[src/rtl/ram_port_arbiter.sv]
// Two-master arbiter for a 1W/1R RAM wrapper: write and read ports
// are each round-robin arbitrated. Optional RAM_ARB_RD_FORWARD_EN.
//
// Ports:
//   clk, reset          : clock, synchronous active-high reset
//   req_m, we_m         : per-master request / write(1) or read(0)
//   addr_m0/1, wdata_m0/1 : per-master address and write data
//   gnt_m               : combinational grant (consumed at posedge)
//   rd_valid_m, rd_data : read return, one cycle after read grant
//   mem_*               : RAM wrapper strobes, addresses, data
//   mem_enable_out/mem_data_out : RAM wrapper read return
module ram_port_arbiter #(
  parameter int DATA_WIDTH = 8,
  parameter int ADDR_WIDTH = 8
) (
  input  logic                  clk,
  input  logic                  reset,
  input  logic [1:0]            req_m,
  input  logic [1:0]            we_m,
  input  logic [ADDR_WIDTH-1:0] addr_m0,
  input  logic [ADDR_WIDTH-1:0] addr_m1,
  input  logic [DATA_WIDTH-1:0] wdata_m0,
  input  logic [DATA_WIDTH-1:0] wdata_m1,
  output logic [1:0]            gnt_m,
  output logic [1:0]            rd_valid_m,
  output logic [DATA_WIDTH-1:0] rd_data,
  output logic                  mem_write_enable,
  output logic                  mem_read_enable,
  output logic [ADDR_WIDTH-1:0] mem_write_address,
  output logic [ADDR_WIDTH-1:0] mem_read_address,
  output logic [DATA_WIDTH-1:0] mem_data_in,
  input  logic                  mem_enable_out,
  input  logic [DATA_WIDTH-1:0] mem_data_out
);

  logic [1:0] wr_cand;
  logic [1:0] rd_cand;
  logic [1:0] wr_gnt;
  logic [1:0] rd_gnt;
  logic       wr_win;
  logic       rd_win;
  logic       wr_pri;
  logic       rd_pri;
  logic       rd_tag;

  // Last issued values, held while the port is idle
  logic [ADDR_WIDTH-1:0] wr_addr_q;
  logic [ADDR_WIDTH-1:0] rd_addr_q;
  logic [DATA_WIDTH-1:0] wr_data_q;

  always_comb begin
    wr_cand = req_m & we_m;
    rd_cand = req_m & ~we_m;
    wr_gnt  = 2'b00;
    rd_gnt  = 2'b00;
    case (wr_cand)
      2'b01:   wr_gnt = 2'b01;
      2'b10:   wr_gnt = 2'b10;
      2'b11:   wr_gnt = wr_pri ? 2'b10 : 2'b01;
      default: wr_gnt = 2'b00;
    endcase
    case (rd_cand)
      2'b01:   rd_gnt = 2'b01;
      2'b10:   rd_gnt = 2'b10;
      2'b11:   rd_gnt = rd_pri ? 2'b10 : 2'b01;
      default: rd_gnt = 2'b00;
    endcase
    if (reset) begin
      wr_gnt = 2'b00;
      rd_gnt = 2'b00;
    end
  end

  assign wr_win = wr_gnt[1];
  assign rd_win = rd_gnt[1];
  assign gnt_m  = wr_gnt | rd_gnt;

  assign mem_write_enable = |wr_gnt;
  assign mem_read_enable  = |rd_gnt;

  always_comb begin
    mem_write_address = wr_addr_q;
    mem_data_in       = wr_data_q;
    mem_read_address  = rd_addr_q;
    if (mem_write_enable) begin
      mem_write_address = wr_win ? addr_m1 : addr_m0;
      mem_data_in       = wr_win ? wdata_m1 : wdata_m0;
    end
    if (mem_read_enable) begin
      mem_read_address = rd_win ? addr_m1 : addr_m0;
    end
  end

  always_ff @(posedge clk) begin
    if (reset) begin
      wr_pri    <= 1'b0;
      rd_pri    <= 1'b0;
      rd_tag    <= 1'b0;
      wr_addr_q <= '0;
      rd_addr_q <= '0;
      wr_data_q <= '0;
    end else begin
      if (mem_write_enable) begin
        wr_pri    <= ~wr_win;
        wr_addr_q <= mem_write_address;
        wr_data_q <= mem_data_in;
      end
      if (mem_read_enable) begin
        rd_pri    <= ~rd_win;
        rd_tag    <= rd_win;
        rd_addr_q <= mem_read_address;
      end
    end
  end

  // Reset masks a read return that was in flight
  always_comb begin
    rd_valid_m = 2'b00;
    if (!reset && mem_enable_out) begin
      rd_valid_m = rd_tag ? 2'b10 : 2'b01;
    end
  end

`ifdef RAM_ARB_RD_FORWARD_EN
  logic                  fwd_hit;
  logic [DATA_WIDTH-1:0] fwd_data;

  // Same-cycle write/read to one address: return the new data
  always_ff @(posedge clk) begin
    if (reset) begin
      fwd_hit  <= 1'b0;
      fwd_data <= '0;
    end else begin
      fwd_hit  <= mem_write_enable && mem_read_enable &&
                  (mem_write_address == mem_read_address);
      fwd_data <= mem_data_in;
    end
  end

  assign rd_data = fwd_hit ? fwd_data : mem_data_out;
`else
  assign rd_data = mem_data_out;
`endif

endmodule

[config.mk]
export PLATFORM = sky130hd
export DESIGN_NAME = ram_port_arbiter
export DESIGN_NICKNAME = d
export VERILOG_FILES = /design/src/rtl/ram_port_arbiter.sv
export SDC_FILE = /design/constraint.sdc
export NUM_CORES = 1
export LEC_CHECK = 0
export CAP_MARGIN = 40
export CORE_ASPECT_RATIO = 0.9
export CORE_MARGIN = 4
export CORE_UTILIZATION = 50
export CTS_CLUSTER_SIZE = 20
export DETAILED_ROUTE_END_ITERATION = 10
export DONT_BUFFER_PORTS = 1
export PLACE_DENSITY = 0.65
export SYNTH_ARGS = -nofsm -noshare
export SYNTH_HDL_FRONTEND = slang
export SYNTH_SLANG_ARGS = --single-unit
export TNS_END_PERCENT = 50
[constraint.sdc]
create_clock -name clk -period 1.55 [get_ports clk]
set_clock_uncertainty 0.2 [all_clocks]
set_input_delay 0.31 -clock clk [delete_from_list [all_inputs] [get_ports clk]]
set_output_delay 0.31 -clock clk [all_outputs]
set_load 0.05 [all_outputs]
### Word level (Yosys, flattened, before mapping)

Index checks and enable logic that the tools add are counted.

* equal/unequal tests: 6
* multiplexer cells: 14
* bitwise gates (word level): 6
* reduce and logical (&&, ||, !) cells: 4

Operator list (number)
* 8-bit 2-to-1 mux: 6
* 2-bit 2-to-1 mux: 6
* 2-bit case mux with 3 select lines: 2
* 2-bit == test, second input constant: 4
* 2-bit bitwise AND: 2
* 2-bit by 1-bit == test with 1-bit output, second input constant: 2
* 2-bit OR reduction: 2
* 1-bit NOT: 2
* 2-bit NOT: 1
* 2-bit OR: 1
* 1-bit logical AND: 1
* 1-bit zero test: 1

* register bits: 27
* output and inout port bits: 38

### Longest topological paths before layout

Gate-level depths: netlist of run 1.

* word-level depth: 7
* gate-level depth with buffers: 6

### Worst setup path before layout of run 1

Ideal clock, no wire load.

* path type: input-to-output
* from: input port reset
* to: output port rd_valid_m[0]
* arrival: 1.836 ns
* slack: -0.796 ns
* stages: 3
* path buffers: 2
* cells stage by stage: clkbuf_1 -> buf_2 -> nor3b_1

* cells in the longest elaborated chain, start to end: 3

Ends and longest elaborated chain
* start, declared: line 17 `input logic reset,`
* 1-bit zero test: line 119 `if (!reset && mem_enable_out) begin`
* 1-bit logical AND: line 119
* 2-bit 2-to-1 mux: line 119
* end, declared: line 25 `output logic [1:0] rd_valid_m,`

Every way passes these cells.

### Final worst setup path of run 1

* from: register wr_pri
* to: output port mem_write_address[4]

* cells in the longest elaborated chain, start to end: 5
* elaborated cells between the ends (all ways): 6

Ends and longest elaborated chain
* start, declared: line 42 `logic wr_pri;`
* start signal, assigned: line 104 `wr_pri <= ~wr_win;`
* 2-bit 2-to-1 mux (*): line 59 `2'b11: wr_gnt = wr_pri ? 2'b10 : 2'b01;`
* 2-bit case mux with 3 select lines (*): line 56 `case (wr_cand)`
* 2-bit 2-to-1 mux (*): line 68 `if (reset) begin`
* 8-bit 2-to-1 mux or 2-bit OR reduction (tied branches): line 86, 78
* 8-bit 2-to-1 mux (*): line 85 `if (mem_write_enable) begin`
* end, declared: line 29 `output logic [ADDR_WIDTH-1:0] mem_write_address,`

Every way passes the cells marked *; elsewhere a longest branch is shown, timed or not.

==> metrics.log, run 1 <==
INFO  metric run_status = complete, but fails checks
INFO  metric violations = hold timing, setup timing
INFO  metric min_period = approximately 2.3 ns
INFO  metric final_nets = 302
INFO  metric commonest_cells_after_routing_fill_and_taps_aside = 48 x sky130_fd_sc_hd__nand2_1, 40 x sky130_fd_sc_hd__buf_4, 24 x sky130_fd_sc_hd__buf_12, 24 x sky130_fd_sc_hd__dfxtp_1, 21 x sky130_fd_sc_hd__nand2_2
INFO  metric p_total = slightly below 2000 uW
INFO  metric nFillCells = between 90 and 100
INFO  metric number_of_antenna_violations_at_the_first_check_in_global_routing = 0
INFO  metric adder_cell_area_share_of_the_yosys_netlist = 0%
INFO  metric routed_via_density = 6.43
INFO  metric hold_path.startpoint = wdata_m1[1]
INFO  metric ys_seq_elements = 27
INFO  metric gr-usage-all-layers = 29.1%
INFO  metric critical_path.max_fanout = 10
INFO  metric die_h = between 60 and 70 um
INFO  metric avgRoutedWirePerCell = about 24 um
INFO  metric postRouteAntennaNets = 0
INFO  metric hold_viol_final = 5
INFO  metric dpl.cell_count = 273
INFO  metric crit_path_max_incr_delay = approximately 0.36 ns
INFO  metric wirelength = roughly 7.0 mm
INFO  metric maxClockFrequency = around 440 MHz
INFO  metric num_io_pins = 85
INFO  metric maximum_number_of_pins_on_one_net_before_global_route_repair = 16
INFO  metric area_of_the_mapped_netlist = about 1500 um^2
INFO  metric cts.root.buffer_cell = sky130_fd_sc_hd__clkbuf_4
INFO  metric io_buffers = 0
INFO  metric netlist_top_cells_area = sky130_fd_sc_hd__dfxtp_1 35%, sky130_fd_sc_hd__nand2_1 17%, sky130_fd_sc_hd__a22oi_2 8.1%
INFO  metric yosys_warnings = 0
INFO  metric synthSimpleGateAreaFrac = ~28%
INFO  metric endpoint_required_time_on_the_critical_path = around 1.0 ns
INFO  metric tritoncts = built
INFO  metric cp-start-kind = flip-flop
INFO  metric antenna_cells_inserted = 0
INFO  metric path_common_cell = sky130_fd_sc_hd__buf_12
INFO  metric dr.pass1.iters = 7
INFO  metric power.static_leakage = ~0.0012 uW
INFO  metric drv_cap = 0
INFO  metric drive_gt1_share = between 50% and 60%
INFO  metric synth-seq-area-share = a little over a third
INFO  metric clk-insertion-delay-late = about 0.35 ns
INFO  metric synth.area.mux_share = 0%
INFO  metric slew-limit-headroom = 59.7%
INFO  metric non_filler_cells_final = just under 300
INFO  metric grt_pass1_wl = between 8 and 9 mm
INFO  metric clock_sinks = 27
INFO  metric first_global_vias = around 1,900
INFO  metric floorplan.core_area = between 2000 and 3000 um^2
INFO  metric dp.final_hpwl = between 3 and 4 mm
INFO  metric cts_hold_repair.buffers = 2
INFO  metric fin_crit_sh = 147%
INFO  metric setup.worst_path.class = flip-flop to primary output
INFO  metric critical_path.slowest_cell = sky130_fd_sc_hd__dfxtp_2
INFO  metric max_slew.worst_pin.slew = 0.603 ns
INFO  metric pre_cts_slack = -0.388 ns
INFO  metric totalNegativeSetupSlack = -18.69 ns
INFO  metric cp.arrival = between 1.5 and 2 ns
INFO  metric total_global_routing_overflow = 0
INFO  metric r2r_setup_slack = -0.29 ns
INFO  metric r2r_start = wr_pri$_SDFFE_PP0P_
INFO  metric critical_path.reg2reg.endpoint = wr_addr_q[2]$_SDFFE_PP0P_
INFO  metric utilization = approximately 93%
INFO  metric reg2regPathDepth = 6
INFO  metric longest_clk_path_bufs = 2
INFO  metric final_common_cell = sky130_fd_sc_hd__nand2_1
INFO  metric report.final.setup_viol = 44
INFO  metric area.sequential = between 500 and 600 um^2
INFO  metric cts-buffers-inserted = 3
INFO  metric synth-xor-area-share = 0%
INFO  metric multi_input_gate_area_in_the_final_layout = approximately 1100 um^2
INFO  metric die-width = 66.7 um
INFO  metric path_clk_slew = about 0.15 ns
INFO  metric syn-instance-count = approximately 190
INFO  metric grt_setup_unrepaired = true
INFO  metric die_area = 4050 um^2
INFO  metric timing.critical_path.from = wr_pri$_SDFFE_PP0P_
INFO  metric postSynthAreaPerCell = 8.03 um^2
INFO  metric compound_gate_fraction_of_synth_area = around 28%
INFO  metric placementRows = 18
INFO  metric hold_ws = -0.121 ns
INFO  metric drt_first_iter_violations = ~230
INFO  metric min_to = wr_data_q[1]$_SDFFE_PP0P_
INFO  metric timing.hold.worst.class = primary input to flip-flop
INFO  metric dominant_combinational_cell_family_by_area_after_synthesis = compound AO/OA/AOI/OAI gates
INFO  metric effective_utilization_at_floorplan = between 50 and 60%
INFO  metric synth_area_leader_cell = sky130_fd_sc_hd__dfxtp_1
INFO  metric timing.hold.worst_path_depth = 2
INFO  metric htree_num_levels = 1
INFO  metric syn_to_final_growth = 71.7%
INFO  metric worst_slack = -0.725 ns
INFO  metric drcViolationCount = 0
INFO  metric vdd_drop_max = 0.695 mV
INFO  metric power_per_unit_of_standard_cell_area = approximately 740 nW/um^2
INFO  metric place.gp.congestion = between 0.7 and 0.8
INFO  metric chain_of_cells_forming_the_critical_path = nand3b_1, nor3b_4, buf_12, a22oi_2, nand2_2, buf_12
INFO  metric worstSetupEndpointType = primary output
INFO  metric synth_top_cell_area_share = 34.9%
INFO  metric routed_via_count = ~1,900
INFO  metric synth.distinct_cells = 31
INFO  metric mappedNetlistNets = 240
INFO  metric report.final.slew_viol_count = 0
-- cells in the mapped netlist (all sizes together) --
master,number
buf,15
nand2,69
and3,1
a22o,1
and4,1
o221ai,4
o22a,4
nor3,5
a222oi,4
nor2,10
o211a,4
a21oi,5
nand3,3
a22oi,13
a21o,2
o21ai,5
clkbuf,1
dfxtp,27
inv,7
nor2b,1
nand2b,2
nor3b,3
nand3b,1
a211oi,5
-- logic make-up (layout without fill, tap and decap cells) --
| group | count (synthesis) | after routing |
|---|---|---|
| DFF | 27 | 27 |
| AOI/OAI and AO/OA | 47 | 47 |
| and+or+nand+nor | 96 | 96 |
| buffers and inverters | 23 | 84 |
-- power breakdown --
part           switching [uW]  leakage [uW]  internal [uW]
sequential               26.2      0.000222            730
combinational             496      0.000931            378
clock                     227     0.0000177           97.8
-- sequential cells by signal (all words and copies together), names as in the netlist --
signal	count
wr_pri	1
wr_data_q	8
rd_pri	1
wr_addr_q	8
rd_tag	1
rd_addr_q	8
-- layer usage --
metal | GRT usage [%] | routed length [um] | vias to the layer above | share of wire, %
li1 | - | - | 799 | -
met1 | 30.8 | 2400 | 907 | 34
met2 | 54.8 | 3560 | 132 | 51
met3 | 7.78 | 569 | 51 | 8.2
met4 | 12.2 | 449 | 0 | 6.4
met5 | 0 | 0 | - | 0
-- cell type report --
| cell class | instances | area share (%) |
|---|---|---|
| Multi-Input combinational cell | 143 | 41.7 |
| Inverter | 7 | 1.74 |
| Clock buffer | 3 | 0.847 |
| Sequential cell | 27 | 20.6 |
| Tap cell | 40 | 1.88 |
| Timing Repair Buffer | 73 | 33.1 |
| Clock inverter | 1 | 0.188 |
-- worst max-delay path, delay by kind of cell (launching register included) --
family | cells | cell delay, ns
and+or+nand+nor | 3 | 0.63
buffers and inverters | 2 | 0.34
AOI/OAI and AO/OA | 1 | 0.08
DFF | 1 | 0.36
-- metrics by stage --
stage,cell area [um^2],hold WS [ns]
after CTS,2560,-0.112
after global routing,2660,-0.105
final,2660,-0.121
after global placement,2370,0.176
after detailed placement,2370,0.181
after floorplan,1710,0.223
-- how the worst max path moves through the flow --
stage,endpoint,slack (ns)
after floorplan,mem_read_address[4],-0.24
after global placement,mem_read_address[7],-0.35
after detailed placement,mem_read_address[7],-0.39
after CTS,mem_data_in[2],-0.63
after global routing,mem_data_in[5],-0.86
final,mem_write_address[4],-0.73
-- repair_timing --
item,4_1_cts,5_1_grt
setup buffers,7,8
pin swaps,17,13
hold endpoints to repair,17,5
endpoints found under the setup margin,36,42
resized for setup,27,12
Power figures use the tool's default switching activity.
==> run 2, diff against run 1 <==
- SLEW_MARGIN: not set -> 20
==> results of run 2 <==
The final DEF is identical to that of run 1; final timing and power are the same.
